$ cat config.mk
export PLATFORM = sky130hd
export DESIGN_NAME = mult_div_unit
export DESIGN_NICKNAME = d
export VERILOG_FILES = /design/src/rtl/mult_div_unit.sv
export SDC_FILE = /design/constraint.sdc
export NUM_CORES = 1
export LEC_CHECK = 0
export ABC_CLOCK_PERIOD_IN_PS = 9300
export BUFFER_PORTS_ARGS = -buffer_cell sky130_fd_sc_hd__buf_2
export CORE_ASPECT_RATIO = 1.2
export CORE_MARGIN = 2
export CORE_UTILIZATION = 55
export CTS_CLUSTER_DIAMETER = 200
export DETAILED_ROUTE_END_ITERATION = 7
export GPL_TIMING_DRIVEN = 0
export PLACE_DENSITY = 0.79
export RECOVER_POWER = 50
export SLEW_MARGIN = 20
export SYNTH_ARGS = -nofsm -noshare
export SYNTH_HDL_FRONTEND = slang
export SYNTH_SLANG_ARGS = --single-unit
$ cat constraint.sdc
create_clock -name clk -period 9.3 [get_ports clk]
set_input_delay 1.395 -clock clk [delete_from_list [all_inputs] [get_ports clk]]
set_output_delay 1.395 -clock clk [all_outputs]
set_load 0.01 [all_outputs]
$ cat src/rtl/mult_div_unit.sv
// rtl/mult_div_unit.sv - multicycle signed MULT/DIV unit feeding the HI/LO registers
// Radix-2 Booth multiply and restoring divide with a sign fix-up cycle.
module mult_div_unit #(
  parameter int WIDTH = 32,
  parameter int CNT_W = 6
) (
  input  logic             clk,
  input  logic             reset,
  input  logic             mult_start,
  input  logic             div_start,
  input  logic [WIDTH-1:0] a,
  input  logic [WIDTH-1:0] b,
  output logic [WIDTH-1:0] hi,
  output logic [WIDTH-1:0] lo,
  output logic             ready,
  output logic             busy,
  output logic             div_zero
);

  typedef enum logic [2:0] {S_IDLE, S_MULT, S_DIV, S_FIX, S_DONE} state_e;

  localparam logic [CNT_W-1:0] LAST = CNT_W'(WIDTH - 1);

  state_e           state_q, state_d;
  logic [CNT_W-1:0] cnt_q, cnt_d;
  logic [WIDTH:0]   acc_q, acc_d;
  logic [WIDTH-1:0] lo_w_q, lo_w_d;
  logic             qm1_q, qm1_d;
  logic [WIDTH-1:0] opnd_q, opnd_d;
  logic             neg_rem_q, neg_rem_d;
  logic             neg_quo_q, neg_quo_d;
  logic [WIDTH-1:0] hi_q, hi_d;
  logic [WIDTH-1:0] lo_q, lo_d;
  logic             ready_q, ready_d;
  logic             dz_q, dz_d;

  logic [WIDTH-1:0] a_abs, b_abs;
  logic [WIDTH:0]   a_sx, booth_sum, rem_sh, rem_sub;

  // acc doubles as the partial remainder and lo_w as the quotient during DIV.
  always_comb begin
    a_abs   = a[WIDTH-1] ? -a : a;
    b_abs   = b[WIDTH-1] ? -b : b;
    a_sx    = {opnd_q[WIDTH-1], opnd_q};
    rem_sh  = {acc_q[WIDTH-1:0], lo_w_q[WIDTH-1]};
    rem_sub = rem_sh - {1'b0, opnd_q};
    case ({lo_w_q[0], qm1_q})
      2'b01:   booth_sum = acc_q + a_sx;
      2'b10:   booth_sum = acc_q - a_sx;
      default: booth_sum = acc_q;
    endcase
  end

  always_comb begin
    state_d   = state_q;
    cnt_d     = cnt_q;
    acc_d     = acc_q;
    lo_w_d    = lo_w_q;
    qm1_d     = qm1_q;
    opnd_d    = opnd_q;
    neg_rem_d = neg_rem_q;
    neg_quo_d = neg_quo_q;
    hi_d      = hi_q;
    lo_d      = lo_q;
    ready_d   = 1'b0;
    dz_d      = 1'b0;
    case (state_q)
      S_IDLE: begin
        if (mult_start) begin
          acc_d   = '0;
          lo_w_d  = b;
          qm1_d   = 1'b0;
          opnd_d  = a;
          cnt_d   = '0;
          state_d = S_MULT;
        end else if (div_start) begin
          if (b == '0) begin
            dz_d = 1'b1;
          end else begin
            acc_d     = '0;
            lo_w_d    = a_abs;
            opnd_d    = b_abs;
            neg_rem_d = a[WIDTH-1];
            neg_quo_d = a[WIDTH-1] ^ b[WIDTH-1];
            cnt_d     = '0;
            state_d   = S_DIV;
          end
        end
      end
      S_MULT: begin
        acc_d  = {booth_sum[WIDTH], booth_sum[WIDTH:1]};
        lo_w_d = {booth_sum[0], lo_w_q[WIDTH-1:1]};
        qm1_d  = lo_w_q[0];
        cnt_d  = cnt_q + CNT_W'(1);
        if (cnt_q == LAST) state_d = S_DONE;
      end
      S_DIV: begin
        if (rem_sh >= {1'b0, opnd_q}) begin
          acc_d  = rem_sub;
          lo_w_d = {lo_w_q[WIDTH-2:0], 1'b1};
        end else begin
          acc_d  = rem_sh;
          lo_w_d = {lo_w_q[WIDTH-2:0], 1'b0};
        end
        cnt_d = cnt_q + CNT_W'(1);
        if (cnt_q == LAST) state_d = S_FIX;
      end
      S_FIX: begin
        if (neg_quo_q) lo_w_d = -lo_w_q;
        if (neg_rem_q) acc_d = {1'b0, -acc_q[WIDTH-1:0]};
        state_d = S_DONE;
      end
      S_DONE: begin
        hi_d    = acc_q[WIDTH-1:0];
        lo_d    = lo_w_q;
        ready_d = 1'b1;
        state_d = S_IDLE;
      end
      default: state_d = S_IDLE;
    endcase
  end

  always_ff @(posedge clk or posedge reset) begin
    if (reset) begin
      state_q   <= S_IDLE;
      cnt_q     <= '0;
      acc_q     <= '0;
      lo_w_q    <= '0;
      qm1_q     <= 1'b0;
      opnd_q    <= '0;
      neg_rem_q <= 1'b0;
      neg_quo_q <= 1'b0;
      hi_q      <= '0;
      lo_q      <= '0;
      ready_q   <= 1'b0;
      dz_q      <= 1'b0;
    end else begin
      state_q   <= state_d;
      cnt_q     <= cnt_d;
      acc_q     <= acc_d;
      lo_w_q    <= lo_w_d;
      qm1_q     <= qm1_d;
      opnd_q    <= opnd_d;
      neg_rem_q <= neg_rem_d;
      neg_quo_q <= neg_quo_d;
      hi_q      <= hi_d;
      lo_q      <= lo_d;
      ready_q   <= ready_d;
      dz_q      <= dz_d;
    end
  end

  assign hi       = hi_q;
  assign lo       = lo_q;
  assign ready    = ready_q;
  assign div_zero = dz_q;
  assign busy     = (state_q == S_MULT) || (state_q == S_DIV) || (state_q == S_FIX);

endmodule

## After elaboration in Yosys (flattened, before gate mapping)

Index checks and enable logic that the tools add are counted.

| word-level totals | value |
|---|---|
| register bits after elaboration | 175 |
| input port bits | 68 |
| output and inout port bits | 67 |
| logic and storage cells | 90 |

| operators by class | value |
|---|---|
| add/sub/neg operators | 8 |
| magnitude comparators | 1 |
| equality and inequality tests | 15 |
| muxes and demuxes | 35 |
| bitwise gates (word level) | 3 |
| reductions and logical operators | 16 |

Operators by type and width:

| cell | count |
|---|---|
| two-way mux 32 bit | 9 |
| two-way mux 33 bit | 5 |
| case mux 33 bit (4 select lines) | 1 |
| negation 32 bit | 4 |
| case mux 32 bit (4 select lines) | 1 |
| case mux 33 bit (2 select lines) | 1 |
| adder 33 bit | 1 |
| >= comparator 33 x 32 -> 1 bit | 1 |
| subtractor 33 x 32 -> 33 bit | 1 |
| subtractor 33 bit | 1 |
| logical NOT 32 bit | 1 |
| two-way mux 6 bit | 3 |
| AND reduction 4 bit | 4 |
| two-way mux 3 bit | 5 |
| inequality test 2 bit (second input constant) | 6 |
| case mux 3 bit (4 select lines) | 1 |
| case mux 6 bit (2 select lines) | 1 |
| two-way mux 1 bit | 7 |
| adder 6 x 1 -> 6 bit (second input constant) | 1 |
| == test 3 x 2 -> 1 bit (second input constant) | 2 |
| == test 6 x 5 -> 1 bit (second input constant) | 1 |
| inequality test 3 bit (second input constant) | 2 |
| AND reduction 3 bit | 2 |
| nonzero test 2 bit | 3 |
| other kinds (12) | 14 |

## Depth between registers and ports, before layout

Gate-level depths: netlist of the first run.

| logic depth | value |
|---|---|
| depth in word-level cells | 6 |
| gate-level depth with buffers | 19 |
| mapped depth without buffers | 18 |

## Least setup slack after synthesis of the first run

Ideal clock, no wire load.

| path | value |
|---|---|
| path type | reg2reg |
| start point | register opnd_q[1] |
| end point | register acc_q[27] |
| library setup time | 0.138 ns |
| data arrival time | 3.986 ns |
| path slack | 5.176 ns |
| cell stages (with the launch flop) | 17 |
| path buffers | 0 |
| path through | dfrtp_1 inv_1 ha_1 nor4b_1 and3_1 a31oi_1 xnor2_1 ha_1 and4_1 and2_1 o31a_1 a211oi_1 o211ai_1 a311oi_1 xnor2_1 a222oi_1 o21ai_0 |

| on the way | value |
|---|---|
| cells in the longest elaborated chain, start to end | 3 |
| elaborated cells on any way between the ends | 7 |
| those cells by class | add/sub: 3; order compare: 1; mux: 3 |

Ends and longest elaborated chain:

| item | RTL line | RTL |
|---|---|---|
| start, declared | 29 | `logic [WIDTH-1:0] opnd_q, opnd_d;` |
| start signal, assigned | 143 | `opnd_q <= opnd_d;` |
| subtractor 33 bit, or another cell as far along | 49 | `2'b10: booth_sum = acc_q - a_sx;` |
| case mux 33 bit (2 select lines) / two-way mux 33 bit (equally long branches) | 47, 98 |  |
| case mux 33 bit (4 select lines) (*) | 67 | `case (state_q)` |
| end signal, assigned | 127 | `acc_q <= '0;` |
| end signal, assigned | 140 | `acc_q <= acc_d;` |
| end, declared | 26 | `logic [WIDTH:0] acc_q, acc_d;` |

Mark *: on every way between the ends. The rest lies on a longest branch, timed or not.
A chain may end at the register's enable or synchronous reset.

## Worst setup path after layout of the first run

| path | value |
|---|---|
| start point | register opnd_q[1] |
| end point | register acc_q[29] |

The elaborated chain is that of the path after synthesis.

==> flow_summary.ini, run 1 <==
[synth]
postSynthNetCount = 2078
netlist_instances = 1937
synthXorXnorAreaFrac = 0.0897
ys_ff_latch = 175
yosysWarningCount = 0
synth_fa_ha_area_frac = 0.0594
avgSynthCellArea_sq_um = 8.06
netlist_area_sq_mm = 0.0156
synthSimpleGateAreaFrac = 0.187
synthFlopType = dfrtp_1
synth_compound_area_frac = 0.260
synth_top_family_by_area = compound AO/OA/AOI/OAI gates
synth_edf_count = 0
postSynth.asyncResetShare = 1.00
synth.distinct_cells = 84
synth_mux_area_frac = 0.0707
yosysSeqAreaShare = 0.280

[power]
switchingPower_mw = 4.31
peakVddDrop_mv = 0.202
powerDensity_mw_per_mm2 = 466
clkPwrFrac = 0.095
internal_power_mw = 3.78
comb_power_share = 0.720
finalPower_mw = 8.09
pwr-share-seq = 0.186
p_leak_nw = 7.39
swShare = 0.532

[worst_setup_path]
crit_path_cell_trace = inv_1 -> ha_1 -> nor4b_1 -> nand4b_1 -> nor4b_1 -> nor2_1 -> xnor2_1 -> ha_1 -> o21ai_0 -> o21ai_0 -> a31o_2 -> a21oi_1 -> mux2i_1 -> o211ai_1 -> a31oi_1 -> o21ai_1 -> a22o_1
r2r_end = acc_q[29]
cp-start-kind = flip-flop
r2r-start = opnd_q[1]
cp_slowest_cell = nor4b_1
critPathMaxFanout = 6
worstSetupEndpointType = flip-flop
critPathKind = reg -> reg
worstPathArrival_ns = 5.81
worst_r2r_path_depth = 17
cp.required_ns = 9.65
cp_slowest_stage_delay_ns = 0.86
ff2ff_setup_slack_ns = 3.84

[run_status]
failed_checks = capacitance limit, slew limit
status = finished, violations left

[timing]
worst_slew_pin_slew_ns = 3.47
setup_viol = 0
rsz0062_at_grt = false
slew_violations = 75
timing.setup.tns_ns = 0
hold_violations = 0
fin_crit_sh = 0.587
fin_skew_ns = 0.0112
whs_ns = 0.502
fin_ws_ns = 3.84
fmax_mhz = 183
max-slew-margin-rel = -1.33
period_minus_slack_ns = 5.46

[placed_design]
place_ws_ns = 3.92
port_buffers = 132
hpwl_mm = 47.3
gp_congestion = 1.04
dp_cells = 2449

[final_layout]
multi_input_area_sq_mm = 0.0104
layout_common_cells = nand2_1, o21ai_0, dfrtp_1, a21oi_1, clkbuf_1
syn_to_final_growth_pct = 11.2
num-fill-cells = 2581
layout-drive-gt1-share = 0.125
instances_no_fill = 2482
seqCellArea_sq_mm = 0.00438
layout_commonest_cell = nand2_1
nNetsFinal = 2230

[clock_network]
cts_htree_levels = 4
ctsHoldBuffers = 0
cts_root_buf = clkbuf_16
clock_path_buffers = 2
postCtsSetupBuffers = 0
clock_latency_ns = 0.46
tritoncts = built
cts_resized = 0
cts_buffers = 17
cts.sinks = 175
path_clk_slew_ns = 0.07

[floorplan]
rows = 67
die_h_um = 189
fp.dieW_um = 158
core_sq_mm = 0.0279
dieArea_sq_mm = 0.0298
start_util = 0.560
pin_count = 135

[grt]
grt_max_degree = 102
grt_usage = 0.413
antenna_found_initial = 1
gr-total-overflow = 0
grt_pass1_vias = 15900
grt_pass1_wl_mm = 92.5

[flow_run]
cap_violations = 1

[hold_path]
hold-path-endpoint = hi[17]
hp-start = hi[17]
whs_path_depth = 1
hp-class = reg -> reg

[route]
ant_nets = 0
drt-wirelength-per-cell_um = 24.6
routed_wl_mm = 61.1
vias_per_cell = 6.61
vias = 16400
dr.pass1.iters = 7
drc = 0
initialDrtViolationCount = 2045
## sequential cells by signal (all words and copies together) (netlist names)
signal     cells
acc_q         33
hi            32
lo            32
lo_w_q        32
opnd_q        32
cnt_q          6
state_q        3
div_zero       1
neg_quo_q      1
neg_rem_q      1
qm1_q          1
ready          1
## routing by layer
layer / share of wire / GRT usage
met5: 0.00025 / 0
met4: 0.072 / 0.267
met1: 0.38 / 0.503
met3: 0.083 / 0.0727
met2: 0.46 / 0.668
## synth_stat cells, drive strengths merged (19+ instances only)
master,n,share of area
mux2,75,0.054
a21oi,135,0.043
dfrtp,175,0.28
a221oi,20,0.011
xnor2,95,0.053
mux2i,26,0.017
o21ai,200,0.064
or4,21,0.011
a22oi,19,0.0091
buf,19,0.0069
xor2,65,0.036
nor2,112,0.027
o31ai,25,0.012
nor4,29,0.012
nor3,60,0.019
clkbuf,113,0.027
inv,75,0.018
a31oi,25,0.010
ha,71,0.057
nand3,45,0.014
nand2,211,0.051
## layout make-up
type	count	area share
clock buffers	17	0.0245
plain buffers	132	0.0307
clock inverters	15	0.00994
diodes	1	0.000144
repair buffers	133	0.0382
inverters	75	0.0163
well taps	379	0.0273
flip-flops and latches	175	0.252
multi-input cells	1555	0.601
## power groups by stage
stage	combinational (mW)	sequential (mW)	clock [mW]
final	5.82	1.50	0.765
after detailed placement	5.64	1.49	0
after global placement	5.57	1.48	0
after global routing	6.34	1.54	0.801
after floorplan	4.10	1.42	0
after CTS	5.69	1.48	0.771
## critical path, delay by kind of cell (launching register included)
family,cells,cell delay [ns]
buf+inv,1,0.18
compound gates,8,1.48
fa+ha+maj,2,0.61
mux,1,0.22
simple gates,4,2.08
xor+xnor,1,0.39
flops,1,0.38
## stage by stage
stage,utilization,cell area [sq um]
floorplan,-,15600
global placement,0.600,16800
detailed placement,0.602,16800
CTS,0.623,17400
global route,0.622,17400
finish,0.622,17400
## how the worst max path moves through the flow
stage | start | to | cells after the start
global route | opnd_q[1] | acc_q[30] | 17
detailed placement | opnd_q[1] | acc_q[29] | 17
CTS | opnd_q[1] | acc_q[29] | 17
global placement | reset | hi[25] | 2
finish | opnd_q[1] | acc_q[29] | 17
floorplan | reset | acc_q[0] | 1
## kinds of logic after synthesis
group,after synthesis
AOI/OAI and AO/OA,624
muxes,101
buffers and inverters,207
adders and majority gates,73
and+or+nand+nor,597
DFF,175
xor gates and xnor gates,160
No activity file was read; power rests on OpenSTA's default activity.
==> run 2, diff against run 1 <==
--- a/config.mk
+++ b/config.mk
@@ -5,7 +5,7 @@
 export SDC_FILE = /design/constraint.sdc
 export NUM_CORES = 1
 export LEC_CHECK = 0
-export ABC_CLOCK_PERIOD_IN_PS = 9300
+export ABC_CLOCK_PERIOD_IN_PS = 5100
 export BUFFER_PORTS_ARGS = -buffer_cell sky130_fd_sc_hd__buf_2
 export CORE_ASPECT_RATIO = 1.2
 export CORE_MARGIN = 2
==> constraint.sdc (replaced) <==
create_clock -name clk -period 5.1 [get_ports clk]
set_input_delay 0.765 -clock clk [delete_from_list [all_inputs] [get_ports clk]]
set_output_delay 0.765 -clock clk [all_outputs]
set_load 0.01 [all_outputs]
==> run 2 against run 1 <==
Design area up 0.30%. Power is 82% higher. Utilization grew 0.18 points. Critical endpoint unchanged. Register-to-register slack lost 3.6 ns. Cell count increased by 0.24%. Clock power grew 90%. Combinational power grew 82%. Largest cell class unchanged. Maximum frequency up 13%. The flow still finishes with violations (capacitance limit, slew limit). Clock skew grew 0.0028 ns.
==> flow_summary.ini, run 2 (synthesis results as in run 1) <==
[timing]
timing.setup.tns_ns = 0
whs_ns = 0.291
fin_ws_ns = 0.282
rsz0062_at_grt = false
slew_violations = 133
hold_violations = 0
max-slew-margin-rel = -0.214
worst_slew_pin_slew_ns = 1.82
period_minus_slack_ns = 4.82
fin_crit_sh = 0.945
fin_skew_ns = 0.0139
fmax_mhz = 208
setup_viol = 0

[worst_setup_path]
cp_slowest_cell = or4_1
critPathKind = reg -> reg
r2r_end = acc_q[29]
cp.buffers_inverters = 1
worstSetupEndpointType = flip-flop
critical-path-top-delay-family = simple AND/OR/NAND/NOR gates
crit_path_cell_trace = or4_1 -> nor3_2 -> nand2_1 -> nor3_1 -> and3_1 -> a31oi_1 -> xnor2_1 -> ha_1 -> clkbuf_1 -> nor2_1 -> nor2_1 -> a31o_2 -> a21oi_1 -> mux2i_1 -> o211ai_1 -> a31oi_1 -> o21ai_1 -> a22o_1
cp_slowest_stage_delay_ns = 0.61
worst_r2r_path_depth = 18
r2r-start = opnd_q[5]
cp.required_ns = 5.45
worstPathArrival_ns = 5.17
cp-start-kind = flip-flop
ff2ff_setup_slack_ns = 0.28
critPathMaxFanout = 10
cp.depth = 18

[route]
initialDrtViolationCount = 1695
dr.pass1.iters = 6
routed_wl_mm = 60.0
drc = 0
ant_nets = 0
vias_per_cell = 6.74
drt-wirelength-per-cell_um = 24.1
vias = 16800

[floorplan]
die_h_um = 189
start_util = 0.560
pin_count = 135
core_sq_mm = 0.0279
dieArea_sq_mm = 0.0298
rows = 67
fp.dieW_um = 158

[clock_network]
ctsHoldBuffers = 0
clock_latency_ns = 0.46
cts_buffers = 17
tritoncts = built
cts_root_buf = clkbuf_16
path_clk_slew_ns = 0.07
cts_htree_levels = 4
clock_path_buffers = 2
cts.sinks = 175

[grt]
gr-total-overflow = 0
grt_util_met2 = 0.648
use_met1 = 0.475
grt_pass1_wl_mm = 90.3
grt_max_degree = 36
antenna_found_initial = 1
grt_pass1_vias = 16000
grt.busiest_layer = met2
grt_usage = 0.401
grtUsageMet3 = 0.0823

[placed_design]
port_buffers = 132
place_ws_ns = -0.170
dp_cells = 2454
hpwl_mm = 46.0
gp_congestion = 1.03

[hold_path]
hp-class = in -> async

[final_layout]
syn_to_final_growth_pct = 11.5
instances_no_fill = 2488
nNetsFinal = 2235
layout-drive-gt1-share = 0.121
largest_register = acc_q
largest_reg_flops = 33
layout_commonest_cell = nand2_1
layout_common_cells = nand2_1, o21ai_0, dfrtp_1, clkbuf_1, a21oi_1

[power]
powerDensity_mw_per_mm2 = 847
peakVddDrop_mv = 0.325
p_leak_nw = 7.37
finalPower_mw = 14.8

[run_status]
failed_checks = capacitance limit, slew limit
status = finished, violations left

[flow_run]
cap_violations = 4
run 2: cell types whose count changed in the layout (fill, tap and decap cells not counted), sizes merged:
cell          previous run  this run
buf                    132       118
clkbuf                 150       170
dlymetal6s4s             0         1
inv                     83        80
bufinv                   2         3
diode                    1         2
run 2: stage by stage:
step | area [sq um] | util
3_5_place_dp | 16900 | 0.605
5_1_grt | 17400 | 0.624
2_1_floorplan | 15600 | -
6_report | 17400 | 0.624
4_1_cts | 17500 | 0.628
3_3_place_gp | 16800 | 0.600
run 2: cell type report:
cell class	count	area, sq um
clock inverter	13	174
sequential	175	4380
fill	2544	10500
antenna	2	5.00
clock buffer	19	443
timing repair buffer	138	651
multi-input combinational	1555	10500
inverter	75	283
tap	379	474
buffer	132	537
run 2: how the worst max path moves through the flow:
stage	slack (ns)	to	start
detailed placement	-0.17	acc_q[29]	opnd_q[1]
global route	0.03	acc_q[27]	opnd_q[1]
floorplan	0.98	acc_q[27]	opnd_q[1]
global placement	-0.1	acc_q[27]	opnd_q[1]
CTS	0.20	acc_q[27]	lo_w_q[0]
finish	0.28	acc_q[29]	opnd_q[5]
run 2: repair_timing:
action / in CTS / in global routing
setup buffers: 0 / 0
gates resized for setup: 3 / 7
endpoints found under the setup margin: 6 / 5
run 2: power breakdown:
| group | leakage [nW] | switching [mW] | internal, mW | total (mW) |
|---|---|---|---|---|
| Sequential | 2.27 | 0.720 | 2.02 | 2.74 |
| Combinational | 4.81 | 6.43 | 4.13 | 10.6 |
| Clock | 0.297 | 0.656 | 0.796 | 1.45 |
run 2: layer usage:
| metal | share of wire | routed length, um |
|---|---|---|
| met1 | 0.36 | 21800 |
| met5 | 0 | 0 |
| met4 | 0.078 | 4660 |
| met2 | 0.46 | 27600 |
| met3 | 0.099 | 5960 |
